### src/rtl/cam_alloc_ctrl.sv
`default_nettype none
//==============================================================================
// Module      : cam_alloc_ctrl
// Description : Request front-end for the 32x8 cam. Accepts LOOKUP/INSERT
//               (and optionally DELETE) requests, searches the cam, allocates
//               the lowest free entry on an INSERT miss, and returns
//               index/hit/err on a valid/ready response channel. A per-entry
//               valid table masks stale cam contents.
//               Optional feature macro: CAM_ALLOC_DEL_EN (DELETE op and the
//               reserved tombstone key DEL_KEY).
// Revision    : 1.0 - initial release
//==============================================================================
module cam_alloc_ctrl #(
   parameter int          DEPTH   = 32,
   parameter int          AW      = 5,
   parameter int          DW      = 8,
   parameter logic [DW-1:0] DEL_KEY = 8'hFF
) (
   input  logic          clk,
   input  logic          rst_n,
   input  logic          req_valid,
   output logic          req_ready,
   input  logic [1:0]    req_op,
   input  logic [DW-1:0] req_key,
   output logic          resp_valid,
   input  logic          resp_ready,
   output logic [AW-1:0] resp_idx,
   output logic          resp_hit,
   output logic          resp_err,
   output logic          cam_enable,
   output logic          cam_write,
   output logic [AW-1:0] cam_addr,
   output logic [DW-1:0] cam_data,
   input  logic [AW-1:0] cam_out,
   input  logic          cam_found,
   output logic          full
);

   localparam logic [2:0] c_st_idle   = 3'd0;
   localparam logic [2:0] c_st_search = 3'd1;
   localparam logic [2:0] c_st_check  = 3'd2;
   localparam logic [2:0] c_st_write  = 3'd3;
   localparam logic [2:0] c_st_resp   = 3'd4;

   localparam logic [1:0] c_op_lookup = 2'd0;
   localparam logic [1:0] c_op_insert = 2'd1;

   localparam logic [AW:0] c_depth = (AW+1)'(DEPTH);

   logic [2:0]       r_state;
   logic [1:0]       r_op;
   logic [DW-1:0]    r_key;
   logic [AW-1:0]    r_idx;
   logic [DEPTH-1:0] r_valid;
   logic [AW:0]      r_count;
   logic             r_resp_valid;
   logic [AW-1:0]    r_resp_idx;
   logic             r_resp_hit;
   logic             r_resp_err;
   logic             r_cam_enable;
   logic             r_cam_write;
   logic [AW-1:0]    r_cam_addr;
   logic [DW-1:0]    r_cam_data;

   logic             w_full;
   logic             w_hit;
   logic             w_op_rsv;
   logic             w_key_rsv;
   logic [AW-1:0]    w_free_idx;

`ifdef CAM_ALLOC_DEL_EN
   localparam logic [1:0] c_op_delete = 2'd2;
   // Only op 3 is reserved; the tombstone key can never be looked up or stored
   assign w_op_rsv  = (req_op == 2'd3);
   assign w_key_rsv = (req_key == DEL_KEY);
`else
   // Ops 2 and 3 are both reserved; the tombstone key is an ordinary key here
   assign w_op_rsv  = req_op[1];
   assign w_key_rsv = 1'b0 & (req_key == DEL_KEY);
`endif

   assign w_full = (r_count == c_depth);
   // A cam match on an entry we never allocated (or freed) is stale
   assign w_hit  = cam_found & r_valid[cam_out];

   // Lowest-index free entry; scanning downward leaves the lowest one last
   always_comb begin
      w_free_idx = '0;
      for (int i = DEPTH - 1; i >= 0; i--) begin
         if (!r_valid[i]) w_free_idx = AW'(i);
      end
   end

   // Request FSM, valid table, occupancy count and all registered outputs
   always_ff @(posedge clk or negedge rst_n) begin
      if (!rst_n) begin
         r_state      <= c_st_idle;
         r_op         <= '0;
         r_key        <= '0;
         r_idx        <= '0;
         r_valid      <= '0;
         r_count      <= '0;
         r_resp_valid <= 1'b0;
         r_resp_idx   <= '0;
         r_resp_hit   <= 1'b0;
         r_resp_err   <= 1'b0;
         r_cam_enable <= 1'b0;
         r_cam_write  <= 1'b0;
         r_cam_addr   <= '0;
         r_cam_data   <= '0;
      end else begin
         case (r_state)
            c_st_idle: begin
               if (req_valid) begin
                  r_op  <= req_op;
                  r_key <= req_key;
                  if (w_op_rsv || w_key_rsv) begin
                     r_resp_valid <= 1'b1;
                     r_resp_err   <= 1'b1;
                     r_resp_hit   <= 1'b0;
                     r_resp_idx   <= '0;
                     r_state      <= c_st_resp;
                  end else begin
                     r_cam_enable <= 1'b1;
                     r_cam_write  <= 1'b0;
                     r_cam_addr   <= '0;
                     r_cam_data   <= req_key;
                     r_state      <= c_st_search;
                  end
               end
            end
            c_st_search: begin
               r_cam_enable <= 1'b0;
               r_cam_data   <= '0;
               r_state      <= c_st_check;
            end
            c_st_check: begin
               if (w_hit) begin
`ifdef CAM_ALLOC_DEL_EN
                  if (r_op == c_op_delete) begin
                     r_idx        <= cam_out;
                     r_cam_enable <= 1'b1;
                     r_cam_write  <= 1'b1;
                     r_cam_addr   <= cam_out;
                     r_cam_data   <= DEL_KEY;
                     r_state      <= c_st_write;
                  end else
`endif
                  begin
                     r_resp_valid <= 1'b1;
                     r_resp_idx   <= cam_out;
                     r_resp_hit   <= 1'b1;
                     r_resp_err   <= 1'b0;
                     r_state      <= c_st_resp;
                  end
               end else if (r_op == c_op_insert && !w_full) begin
                  r_idx        <= w_free_idx;
                  r_cam_enable <= 1'b1;
                  r_cam_write  <= 1'b1;
                  r_cam_addr   <= w_free_idx;
                  r_cam_data   <= r_key;
                  r_state      <= c_st_write;
               end else begin
                  // LOOKUP/DELETE miss, or INSERT miss with no free entry
                  r_resp_valid <= 1'b1;
                  r_resp_idx   <= '0;
                  r_resp_hit   <= 1'b0;
                  r_resp_err   <= (r_op == c_op_insert);
                  r_state      <= c_st_resp;
               end
            end
            c_st_write: begin
               r_cam_enable <= 1'b0;
               r_cam_write  <= 1'b0;
               r_cam_addr   <= '0;
               r_cam_data   <= '0;
               r_resp_valid <= 1'b1;
               r_resp_idx   <= r_idx;
               r_resp_err   <= 1'b0;
               if (r_op == c_op_insert || r_op == c_op_lookup) begin
                  r_valid[r_idx] <= 1'b1;
                  if (r_count != c_depth) r_count <= r_count + 1'b1;
                  r_resp_hit     <= 1'b0;
               end else begin
                  r_valid[r_idx] <= 1'b0;
                  if (r_count != '0) r_count <= r_count - 1'b1;
                  r_resp_hit     <= 1'b1;
               end
               r_state <= c_st_resp;
            end
            c_st_resp: begin
               if (resp_ready) begin
                  r_resp_valid <= 1'b0;
                  r_resp_idx   <= '0;
                  r_resp_hit   <= 1'b0;
                  r_resp_err   <= 1'b0;
                  r_state      <= c_st_idle;
               end
            end
            default: r_state <= c_st_idle;
         endcase
      end
   end

   assign req_ready  = (r_state == c_st_idle);
   assign full       = w_full;
   assign resp_valid = r_resp_valid;
   assign resp_idx   = r_resp_idx;
   assign resp_hit   = r_resp_hit;
   assign resp_err   = r_resp_err;
   assign cam_enable = r_cam_enable;
   assign cam_write  = r_cam_write;
   assign cam_addr   = r_cam_addr;
   assign cam_data   = r_cam_data;

endmodule
`default_nettype wire
### config.mk
export PLATFORM = sky130hd
export DESIGN_NAME = cam_alloc_ctrl
export DESIGN_NICKNAME = d
export VERILOG_FILES = /design/src/rtl/cam_alloc_ctrl.sv
export SDC_FILE = /design/constraint.sdc
export NUM_CORES = 1
export LEC_CHECK = 0
export ABC_AREA = 1
export ABC_CLOCK_PERIOD_IN_PS = 2350
export CAP_MARGIN = 10
export CORE_ASPECT_RATIO = 1.4
export CORE_UTILIZATION = 56
export CTS_CLUSTER_DIAMETER = 120
export DETAILED_ROUTE_END_ITERATION = 8
export PLACE_DENSITY = 0.79
export SLEW_MARGIN = 20
export SYNTH_ARGS = -nofsm -noshare
export SYNTH_HDL_FRONTEND = slang
export SYNTH_SLANG_ARGS = --single-unit
### constraint.sdc
create_clock -name clk -period 2.35 [get_ports clk]
set_input_delay 0.5875 -clock clk [delete_from_list [all_inputs] [get_ports clk]]
set_output_delay 0.5875 -clock clk [all_outputs]
set_load 0.02 [all_outputs]
==> results.yml <==
placed_design:
  placed_cell_area_mm2: 0.004800
  dpl.cell_count: 653
  gp_congestion: 0.8996
  dpl.hpwl_um: 7687
  portBuffers: 44
power:
  p_seq_share_pct: 38.5
  sw_frac_of_total_pct: 40.10
  power_density_mw_per_mm2: 1015
  p_leak_nw: 2.265
  combPwrFrac_pct: 42.2
  p_int_mw: 3.081
  ir_worst_vdd_uv: 882.8
  switchingPower_mw: 2.063
  clockPowerShare_pct: 19.2
final_layout:
  area_growth_pct: 25.57
  finalNonFillerCells: 678
  final_area_mm2: 0.005070
  n_antenna_cell: 0
  drive_gt1_share_pct: 15.27
  fillers: 561
  nNetsFinal: 604
clock_network:
  clockBufferDepth: 2
  htree_levels: 3
  cts_buffers: 9
  clkLatencyLatePin_ns: 0.36
  cts_sinks: 79
  cts_root_buf: "clkbuf_8"
  cts_tree: "built"
  clkTransAtPathRegs_ns: 0.08
global_route:
  grt.overflow.total: 0
  grt_max_degree: 42
  grt_use_total_pct: 30.63
  grt_pass1_vias: 3590
  grt_pass1_wl_um: 17080
  antenna_found_initial: 0
timing:
  drv_slew: 0
  finalSetupViolCount: 0
  min_period_ns: 2.281
  final_hold_viol_count: 0
  fmax_ghz: 0.4384
  fin_crit_sh_pct: 97.07
  maxSlewHeadroom_pct: 57.29
  worst_pin_slew_ns: 0.6364
  finClkSkew_ns: 0.01397
  rsz0062_at_grt: "true"
route:
  drtIter0Drc: 329
  vias: 3804
  routed_wl_um: 10790
  via_per_inst: 5.611
  dr.pass1.iters: 5
  wire_per_inst_um: 15.92
  antenna_left: 0
  drc: 0
synth:
  yosysWarnings: 0
  async_reset_ff_share_pct: 100.0
  synth_flop_cell: "dfrtp_1"
  syn_area_mm2: 0.004038
  yosysUniqueCellTypes: 36
  yosys_register_bits: 79
  syn-num-nets: 518
  synth_area_per_cell_um2: 8.190
  ys_seq_area_share_pct: 48.96
  synth_edf_count: 0
  syn-instance-count: 493
worst_setup_path:
  cpPeakStageDelay_ns: 0.40
  endpoint: "cam_addr[0]"
  slowest_stage: "dfrtp_1"
  cp_top_family: "simple AND/OR/NAND/NOR gates"
  startpoint_type: "flip-flop"
  r2r-end: "cam_addr[0]"
  cp-end-kind: "flip-flop"
  worst-path-max-fanout: 2
  crit_required_ns: 2.65
  crit_buf_inv: 1
  r2r_cells: 33
  regToRegSetupSlack_ns: 0.07
  criticalPathCategory: "reg2reg"
  worstPathArrival_ns: 2.58
  cp_num_cells: 33
  cpMostUsedCell: "nand2_1"
run_status:
  status: "finished, final reports clean"
floorplanning:
  core_area_mm2: 0.006982
  die_h_um: 102.5
  pin_count: 45
  start_util_pct: 57.83
  fp.dieW_um: 73.77
  die-area_mm2: 0.007559
  row_count: 36
run:
  drv_cap: 0
min_path:
  hp-class: "in2async"
-- metal layers --
metal | share of wire, % | global-route usage [%]
met1 | 43 | 37.44
met2 | 51 | 51.87
met3 | 4.5 | 6.114
met4 | 2.2 | 13.91
met5 | 0 | 0
-- cell usage after synthesis (3+ instances only) --
library cell | count | area share, %
nor4_1 | 3 | 0.46
o21ai_1 | 4 | 0.50
mux2_2 | 9 | 2.5
nand3_1 | 11 | 1.4
clkbuf_1 | 9 | 0.84
a21oi_1 | 35 | 4.3
o21ai_0 | 40 | 5.0
nor3_1 | 15 | 1.9
dfrtp_1 | 79 | 49
a22oi_1 | 9 | 1.7
a31oi_1 | 20 | 3.1
inv_1 | 39 | 3.6
nand2_1 | 125 | 12
ha_1 | 4 | 1.2
o221ai_1 | 9 | 2.0
nor2_1 | 54 | 5.0
inv_2 | 3 | 0.28
-- layout make-up --
class	count	area [um2]	area share [%]
clock inverters	5	57.56	1.135
inverters	43	171.4	3.381
repair buffers	86	760.7	15.00
well taps	95	118.9	2.345
repair inverters	2	12.51	0.2468
clock buffers	10	127.6	2.517
flip-flops and latches	79	1977	38.99
multi-input cells	358	1844	36.38
-- power groups by stage --
stage	clock network, mW	registers [mW]	logic (mW)
2_1_floorplan	0	2.06	1.23
3_3_place_gp	0	1.98	2.07
3_5_place_dp	0	1.99	2.13
4_1_cts	1.01	1.97	2.16
5_1_grt	1.06	2.02	2.40
6_report	0.990	1.98	2.17
-- metrics by stage --
stage               setup slack (ns)  power, mW  util (%)  TNS (ns)  hold slack [ns]
CTS                          0.02176      5.138     71.60         0           0.2160
floorplan                     0.1952      3.294         -         0           0.2919
detailed placement           -0.5079      4.126     68.75    -11.60           0.4626
global placement             -0.4149      4.049     68.75    -9.774           0.4594
finish                       0.06890      5.144     72.62         0           0.2113
global route                 -0.2058      5.481     72.62   -0.3808           0.2476
-- placed cells by master, fill, tap and decap left out, types with 9 or more instances in the layout --
cell | synthesis | layout
clkdlybuf4s50_1 | 0 | 38
mux2_2 | 9 | 9
nor2_1 | 54 | 54
clkbuf_8 | 0 | 9
inv_1 | 39 | 36
a22oi_1 | 9 | 9
nand2_1 | 125 | 123
a31oi_1 | 20 | 20
nor3_1 | 15 | 15
buf_4 | 1 | 41
a21oi_1 | 35 | 35
o21ai_0 | 40 | 40
nand3_1 | 11 | 10
o221ai_1 | 9 | 9
dfrtp_1 | 79 | 79
-- logic make-up after synthesis --
| group | Yosys count | synth area share, % |
|---|---|---|
| multiplexers | 9 | 2.510 |
| flip-flops | 79 | 48.96 |
| AO/OA/AOI/OAI | 125 | 18.19 |
| buffers and inverters | 56 | 5.609 |
| AND/OR/NAND/NOR | 215 | 22.13 |
| XOR/XNOR | 4 | 0.8678 |
| adder cells (fa/ha/maj) | 5 | 1.735 |
-- worst min path at each step --
stage	start	to	slack, ns	cells past startpoint
5_1_grt	rst_n	async pin	0.25	1
6_report	rst_n	async pin	0.21	1
4_1_cts	rst_n	async pin	0.22	1
3_3_place_gp	cam_addr[3]	cam_addr[3]	0.46	2
3_5_place_dp	cam_addr[3]	cam_addr[3]	0.46	2
2_1_floorplan	rst_n	async pin	0.29	0
-- worst register-to-register path, delay by kind of cell, from the launching register on --
family | cells | cell delay (ns)
buffers and inverters | 1 | 0.06
flip-flops | 1 | 0.40
AND/OR/NAND/NOR | 32 | 1.78
-- timing repair --
| action | 4_1_cts | 5_1_grt |
|---|---|---|
| setup endpoints to repair | 15 | 13 |
| pin swaps | 2 | 5 |
| buffers inserted | 1 | 7 |
| gates cloned | 0 | 2 |
| hold buffers | 0 | 0 |
| resized for setup | 8 | 12 |
Note: power is estimated with default switching activity, not from simulation.
